<file path="config.mk">
export PLATFORM = sky130hd
export DESIGN_NAME = paddle_input_array
export DESIGN_NICKNAME = d
export VERILOG_FILES = /design/src/rtl/pong_pkg.sv /design/src/rtl/paddle_input_channel.sv /design/src/rtl/paddle_input_array.sv
export SDC_FILE = /design/constraint.sdc
export NUM_CORES = 1
export LEC_CHECK = 0
export CAP_MARGIN = 20
export CORE_MARGIN = 2
export CORE_UTILIZATION = 60
export CTS_BUF_LIST = sky130_fd_sc_hd__clkbuf_2
export CTS_CLUSTER_SIZE = 8
export DETAILED_ROUTE_END_ITERATION = 10
export DONT_BUFFER_PORTS = 1
export PLACE_DENSITY = 0.76
export SYNTH_ARGS = -nofsm -noshare
export SYNTH_HDL_FRONTEND = slang
export SYNTH_SLANG_ARGS = --single-unit
</file>
<file path="constraint.sdc">
create_clock -name clk -period 7.01 [get_ports clk]
set_input_delay 1.402 -clock clk [delete_from_list [all_inputs] [get_ports clk]]
set_output_delay 1.402 -clock clk [all_outputs]
set_load 0.02 [all_outputs]
</file>
<file path="src/rtl/pong_pkg.sv">
// Shared definitions for the player input front-end.
//   MODE_ENCODER / MODE_BUTTONS : per-channel decode mode values
//   step_e                      : one-cycle step request (none, up = -1 row, down = +1 row)
//   center_row()                : rest position of a paddle of length plen in rows
//   paddle_bitmap()             : PLEN ones starting at row pos, callers cast to ROWS bits
//   button_sel()                : which single button is held, or STEP_NONE
package pong_pkg;

  localparam logic MODE_ENCODER = 1'b0;
  localparam logic MODE_BUTTONS = 1'b1;

  // Widest playfield the bitmap helper supports.
  localparam int BITMAP_MAX = 256;

  typedef enum logic [1:0] {
    STEP_NONE = 2'b00,
    STEP_UP   = 2'b01,
    STEP_DOWN = 2'b10
  } step_e;

  function automatic int center_row(input int rows, input int plen);
    return (rows - plen) / 2;
  endfunction

  function automatic logic [BITMAP_MAX-1:0] paddle_bitmap(input int pos, input int plen);
    logic [BITMAP_MAX-1:0] bm;
    bm = '0;
    for (int i = 0; i < BITMAP_MAX; i++) begin
      bm[i] = (i >= pos) && (i < pos + plen);
    end
    return bm;
  endfunction

  // Exactly one button held selects its direction; both or neither select nothing.
  function automatic step_e button_sel(input logic up, input logic dn);
    if (up && !dn) return STEP_UP;
    if (dn && !up) return STEP_DOWN;
    return STEP_NONE;
  endfunction

endpackage

</file>
<file path="src/rtl/paddle_input_channel.sv">
// One player channel: 2-flop synchronisers, strobe-gated debounce, encoder or
// button decode with autorepeat, saturating paddle position and bitmap.
//   clk_i, rst_i      : clock, asynchronous active-high reset
//   sample_en_i       : debounce / autorepeat tick
//   mode_i            : MODE_ENCODER or MODE_BUTTONS
//   center_i          : recentre request, wins over a coincident step
//   a_i, b_i          : raw lines (encoder A/B or button up/down)
//   pos_o             : paddle top row
//   paddle_o          : paddle bitmap, one clk behind pos_o
//   moved_o           : one-cycle pulse when pos_o changed
module paddle_input_channel
  import pong_pkg::*;
#(
  parameter int ROWS         = 32,
  parameter int PLEN         = 8,
  parameter int DEBOUNCE     = 16,   // must be at least 2
  parameter int REPEAT_DELAY = 400,
  parameter int REPEAT_RATE  = 100,  // must not exceed REPEAT_DELAY
  parameter int POSW         = $clog2(ROWS)
) (
  input  logic            clk_i,
  input  logic            rst_i,
  input  logic            sample_en_i,
  input  logic            mode_i,
  input  logic            center_i,
  input  logic            a_i,
  input  logic            b_i,
  output logic [POSW-1:0] pos_o,
  output logic [ROWS-1:0] paddle_o,
  output logic            moved_o
);

  localparam int              CNTW       = $clog2(REPEAT_DELAY + 1);
  localparam logic [POSW-1:0] CENTER     = POSW'(center_row(ROWS, PLEN));
  localparam logic [POSW-1:0] POS_MAX    = POSW'(ROWS - PLEN);
  localparam logic [CNTW-1:0] RPT_FIRST  = CNTW'(REPEAT_DELAY);
  localparam logic [CNTW-1:0] RPT_RELOAD = CNTW'(REPEAT_DELAY - REPEAT_RATE);
  localparam logic [ROWS-1:0] BM_CENTER  = ROWS'(paddle_bitmap(center_row(ROWS, PLEN), PLEN));

  logic [1:0]          a_sync_q, b_sync_q;     // bit 1 is the synchronised level
  logic [DEBOUNCE-1:0] a_hist_q, a_hist_d, b_hist_q, b_hist_d;
  logic                a_db_q, a_db_d, b_db_q, b_db_d;
  logic                a_prev_q, b_prev_q;     // debounced levels one clk earlier
  logic                tick_q;                 // debounced levels came from a tick
  logic                mode_q;
  logic [CNTW-1:0]     cnt_q, cnt_d, cnt_inc;
  step_e               step_q, step_d, cur_sel, prev_sel;
  logic [POSW-1:0]     pos_q, pos_d;
  logic                moved_q, moved_d;
  logic [ROWS-1:0]     paddle_q, paddle_d;

  // Debounce: a level is accepted only when the whole history agrees.
  always_comb begin
    a_hist_d = a_hist_q;
    b_hist_d = b_hist_q;
    a_db_d   = a_db_q;
    b_db_d   = b_db_q;
    if (sample_en_i) begin
      a_hist_d = {a_hist_q[DEBOUNCE-2:0], a_sync_q[1]};
      b_hist_d = {b_hist_q[DEBOUNCE-2:0], b_sync_q[1]};
      if (&a_hist_d)       a_db_d = 1'b1;
      else if (~|a_hist_d) a_db_d = 1'b0;
      if (&b_hist_d)       b_db_d = 1'b1;
      else if (~|b_hist_d) b_db_d = 1'b0;
    end
  end

  // Step decode. A pending mode change suppresses decoding for that cycle so
  // the switch never produces a step, and restarts the repeat counter.
  assign cur_sel  = button_sel(a_db_q, b_db_q);
  assign prev_sel = button_sel(a_prev_q, b_prev_q);
  assign cnt_inc  = cnt_q + CNTW'(1);

  always_comb begin
    step_d = STEP_NONE;
    cnt_d  = cnt_q;
    if (mode_i != mode_q) begin
      cnt_d = '0;
    end else if (mode_q == MODE_ENCODER) begin
      cnt_d = '0;
      if (a_db_q && !a_prev_q) step_d = b_db_q ? STEP_UP : STEP_DOWN;
    end else if (cur_sel == STEP_NONE) begin
      cnt_d = '0;
    end else if (cur_sel != prev_sel) begin
      // New press, including the survivor when one of two held buttons lifts.
      step_d = cur_sel;
      cnt_d  = '0;
    end else if (tick_q) begin
      // Reloading to DELAY-RATE makes every later repeat REPEAT_RATE ticks apart.
      if (cnt_inc == RPT_FIRST) begin
        step_d = cur_sel;
        cnt_d  = RPT_RELOAD;
      end else begin
        cnt_d = cnt_inc;
      end
    end
  end

  // Position: saturating, recentre wins, moved only on a real change.
  always_comb begin
    pos_d = pos_q;
    if (center_i) begin
      pos_d = CENTER;
    end else begin
      case (step_q)
        STEP_UP:   if (pos_q != '0)     pos_d = pos_q - POSW'(1);
        STEP_DOWN: if (pos_q != POS_MAX) pos_d = pos_q + POSW'(1);
        default:   pos_d = pos_q;
      endcase
    end
    moved_d  = (pos_d != pos_q);
    paddle_d = ROWS'(paddle_bitmap(int'(pos_q), PLEN));
  end

  always_ff @(posedge clk_i or posedge rst_i) begin
    if (rst_i) begin
      a_sync_q <= '0;
      b_sync_q <= '0;
      a_hist_q <= '0;
      b_hist_q <= '0;
      a_db_q   <= 1'b0;
      b_db_q   <= 1'b0;
      a_prev_q <= 1'b0;
      b_prev_q <= 1'b0;
      tick_q   <= 1'b0;
      mode_q   <= MODE_ENCODER;
      cnt_q    <= '0;
      step_q   <= STEP_NONE;
      pos_q    <= CENTER;
      moved_q  <= 1'b0;
      paddle_q <= BM_CENTER;
    end else begin
      a_sync_q <= {a_sync_q[0], a_i};
      b_sync_q <= {b_sync_q[0], b_i};
      a_hist_q <= a_hist_d;
      b_hist_q <= b_hist_d;
      a_db_q   <= a_db_d;
      b_db_q   <= b_db_d;
      a_prev_q <= a_db_q;
      b_prev_q <= b_db_q;
      tick_q   <= sample_en_i;
      mode_q   <= mode_i;
      cnt_q    <= cnt_d;
      step_q   <= step_d;
      pos_q    <= pos_d;
      moved_q  <= moved_d;
      paddle_q <= paddle_d;
    end
  end

  assign pos_o    = pos_q;
  assign paddle_o = paddle_q;
  assign moved_o  = moved_q;

endmodule

</file>
<file path="src/rtl/paddle_input_array.sv">
// NCH independent paddle input channels sharing clock, reset and sample strobe.
//   clk, reset, sample_en : shared clock, async active-high reset, tick strobe
//   mode, center          : per-channel decode mode and recentre request
//   in_a, in_b            : per-channel raw lines
//   pos_o                 : channel i at [i*POSW +: POSW]
//   paddle_o              : channel i at [i*ROWS +: ROWS]
//   moved_o               : per-channel moved pulse
module paddle_input_array #(
  parameter int NCH          = 2,
  parameter int ROWS         = 32,
  parameter int PLEN         = 8,
  parameter int DEBOUNCE     = 16,
  parameter int REPEAT_DELAY = 400,
  parameter int REPEAT_RATE  = 100,
  parameter int POSW         = $clog2(ROWS)
) (
  input  logic                clk,
  input  logic                reset,
  input  logic                sample_en,
  input  logic [NCH-1:0]      mode,
  input  logic [NCH-1:0]      center,
  input  logic [NCH-1:0]      in_a,
  input  logic [NCH-1:0]      in_b,
  output logic [NCH*POSW-1:0] pos_o,
  output logic [NCH*ROWS-1:0] paddle_o,
  output logic [NCH-1:0]      moved_o
);

  for (genvar g = 0; g < NCH; g++) begin : g_ch
    paddle_input_channel #(
      .ROWS         (ROWS),
      .PLEN         (PLEN),
      .DEBOUNCE     (DEBOUNCE),
      .REPEAT_DELAY (REPEAT_DELAY),
      .REPEAT_RATE  (REPEAT_RATE),
      .POSW         (POSW)
    ) u_ch (
      .clk_i       (clk),
      .rst_i       (reset),
      .sample_en_i (sample_en),
      .mode_i      (mode[g]),
      .center_i    (center[g]),
      .a_i         (in_a[g]),
      .b_i         (in_b[g]),
      .pos_o       (pos_o[g*POSW +: POSW]),
      .paddle_o    (paddle_o[g*ROWS +: ROWS]),
      .moved_o     (moved_o[g])
    );
  end

endmodule

</file>
==> parameters.txt <==
Parameter                              Value

Status
  Result of the run    finished clean

Clocking
  Clock H-tree levels    4
  Max Buffers Root-to-Sink    2
  Clock tree from TritonCTS    built
  # Post-CTS Setup Buffers    0
  Gates resized, CTS repair    0
  Hold-fix buffers, CTS    0
  Number of buffers added by the clock tree synthesis step    17
  Root Driver    sky130_fd_sc_hd__clkbuf_2
  Clk sinks    177
  Register clock-pin slew on the reported worst setup and hold paths    240 ps
  Clock latency at the later pin of the worst-skew pair    770 ps

Setup path
  Arrival time worst endpoint    1880 ps
  Element type at the critical path end    output pin
  Worst Setup Start Kind    flip-flop
  R2r startpoint    g_ch[0].u_ch.pos_o[4]
  CP required    5610 ps
  Terminus of the critical flop-to-flop path    g_ch[0].u_ch.paddle_o[12]
  CP max FO    45
  FF-to-FF path depth    6
  Classification of the worst setup path    reg2out
  Register-to-register path setup slack    3960 ps

Logic synthesis
  Number of enable flip-flop cells after synthesis    0
  Number of warnings issued by yosys    0
  Most frequently used cell type in the post-synthesis netlist    sky130_fd_sc_hd__dfrtp_1
  Most used DFF post-synth    sky130_fd_sc_hd__dfrtp_1
  Sequential area share after synthesis    0.498
  Yosys top cell area share    0.439
  Cell taking the most area after synthesis    sky130_fd_sc_hd__dfrtp_1
  Post-Synthesis Net Count    917
  Synth async-reset ratio    1.00
  Post-Synthesis Cell Area    8940 µm²
  Most frequent cells after synthesis    sky130_fd_sc_hd__dfrtp_1 (157), sky130_fd_sc_hd__nor2_1 (64), sky130_fd_sc_hd__nand2_1 (59), sky130_fd_sc_hd__mux2_2 (58), sky130_fd_sc_hd__o21ai_0 (56)
  Mapped Cells    870
  Cell types occupying the most area after synthesis    sky130_fd_sc_hd__dfrtp_1 (44%), sky130_fd_sc_hd__mux2_2 (7.3%), sky130_fd_sc_hd__dfstp_2 (5.9%)
  Library cells used by synthesis    67
  Mean Syn Cell Area    10.3 µm²
  Register bit count reported by yosys    177

Route
  DRC viols    0
  DR WL/cell    17.5 µm
  ANT nets after route    0
  Post-detailed-routing wire length    18.1 mm
  Vias per cell    6.51
  Vias after detailed routing    6720
  DRC violation total after the first TritonRoute iteration    740
  First-pass iteration count of the detailed router    5

Floorplan
  Floorplan core area    14500 µm²
  Die Footprint    15900 µm²
  Effective utilization at floorplan    0.615
  Number of core rows    44
  Width of the die    126 µm
  Height of the die    126 µm
  Count of boundary I/O pins    87

Finish
  Area taken by multi-input logic gates    4130 µm²
  Post-route design area    9210 µm²
  Fraction of layout cells with a size suffix above 1    0.141
  Final #Nets    883
  Number of filler instances in the final layout    1207
  Storage cell area    4450 µm²
  Non-Filler Instances    1033
  Syn-to-layout area delta    2.98%
  # diodes    0

Timing
  Final Slew Violations    0
  Worst Setup Slack, final    3730 ps
  Worst hold slack    378 ps
  Clock Skews    48.6 ps
  Fmax    0.305 GHz
  Total count of hold-check failures in the final report    0
  Final setup violation count    0
  RSZ-0062 raised after global routing    false
  Worst Tran Pin Value    1030 ps
  Shortest period the worst path allows    3280 ps
  Period Utilization, post-route    0.468
  Slew Limit Headroom    0.311
  Final sum of negative setup slack    0 ps

Place
  Port bufs    0
  Cell area reported after detailed placement    8970 µm²
  Final Wtd Congestion    0.872
  Cell total after placement    1000
  Setup Slack @ Placement    4000 ps
  Sum of net half-perimeters after detailed placement    12.0 mm

Global routing
  Global-route usage over all layers    0.231
  Antenna violations before repair    0
  Global route total overflow    0
  Vias in the first global route    6343
  Maximum number of pins on one net before global-route repair    127
  Wire length of the first global-routing pass    30.3 mm

Pwr
  Largest voltage drop on the vdd net    0.114 mV
  Pwr per Cell Area    263 nW/µm²
  Lkg Pwr    3.91 nW

Run
  Count of maximum capacitance violations    0

Hold path
  Tightest Hold Check Type    in2async
==> where the power goes <==
part | internal [mW] | switching (mW) | total, mW
logic | 0.202 | 0.204 | 0.407
registers | 1.24 | 0.275 | 1.51
clock network | 0.169 | 0.331 | 0.500
total | 1.61 | 0.811 | 2.42
==> stage by stage <==
step                 util  total power [mW]
floorplan               -              1.82
global placement    0.617              1.90
detailed placement  0.617              1.94
CTS                 0.632              2.43
global route        0.633              2.55
finish              0.633              2.42
==> cells by family after synthesis <==
kind of cell,share of synthesized area
mux,0.0764
compound gates,0.160
simple gates,0.165
flops,0.498
fa+ha+maj,0.0504
xor+xnor,0.00980
buf+inv,0.0400
==> layout by cell type (no fill, tap or decap), drive strengths merged, types with 3 or more instances in the layout <==
master,netlist,layout
clkbuf,43,24
a22o,10,10
a311oi,5,5
nor2,65,65
clkinv,1,5
o32ai,3,3
o21a,6,6
nor4b,6,6
a22oi,7,7
and3,10,10
a32oi,5,5
nand3b,7,7
o21bai,3,3
nor2b,17,17
mux2i,3,3
a221oi,8,8
nor3b,7,7
o21ai,56,56
a21oi,44,44
o22ai,5,5
ha,36,36
nand4b,3,3
nand2b,11,11
a211o,3,3
dfstp,20,20
mux2,58,58
nand4,27,27
xor2,9,9
a31oi,11,11
and2,4,4
inv,37,37
o31ai,8,8
nor4,21,21
a211oi,16,16
a32o,3,3
nand3,15,15
nor3,17,17
dfrtp,157,157
nand2,59,59
==> metal layers <==
metal	vias up	global-route usage	wire length, µm
met3	23	0.0484	1170
met5	-	0	0
li1	3125	-	-
met4	0	0.0892	237
met1	3275	0.317	8020
met2	297	0.362	8680
==> registers in the layout, indices dropped and copies added (netlist names) <==
signal,flops
g_ch.u_ch.cnt_q,18
g_ch.u_ch.mode_q,2
g_ch.u_ch.b_prev_q,2
g_ch.u_ch.paddle_o,64
g_ch.u_ch.step_q,4
g_ch.u_ch.a_prev_q,2
g_ch.u_ch.b_hist_q,30
g_ch.u_ch.pos_o,10
g_ch.u_ch.b_sync_q,4
g_ch.u_ch.moved_o,2
g_ch.u_ch.a_db_q,2
g_ch.u_ch.tick_q,1
g_ch.u_ch.a_hist_q,30
g_ch.u_ch.b_db_q,2
g_ch.u_ch.a_sync_q,4
==> area by class of cell <==
class	count	share of cell area
Clock buffer	24	0.0130
Timing Repair Buffer	2	0.00381
Multi-Input combinational cell	600	0.448
Tap cell	184	0.0250
Sequential cell	177	0.484
Clock inverter	8	0.00992
Inverter	38	0.0160
==> worst register-to-register path: cells and delay by family (launching register included) <==
family | cells | cell delay, ps
flops | 1 | 990
fa+ha+maj | 1 | 700
compound gates | 2 | 250
buf+inv | 1 | 600
simple gates | 2 | 450
==> worst max path at each step <==
stage                               start  cells past startpoint  slack (ps)                     to
floorplan                           reset                      1         840    g_ch[0].u_ch.a_db_q
global placement                  mode[1]                      6        4060  g_ch[1].u_ch.cnt_q[6]
detailed placement                mode[1]                      5        4000  g_ch[1].u_ch.cnt_q[4]
CTS                 g_ch[1].u_ch.pos_o[2]                      0        3710               pos_o[7]
global route        g_ch[1].u_ch.pos_o[2]                      0        3600               pos_o[7]
finish              g_ch[1].u_ch.pos_o[2]                      0        3730               pos_o[7]
Power figures use the tool's default switching activity.
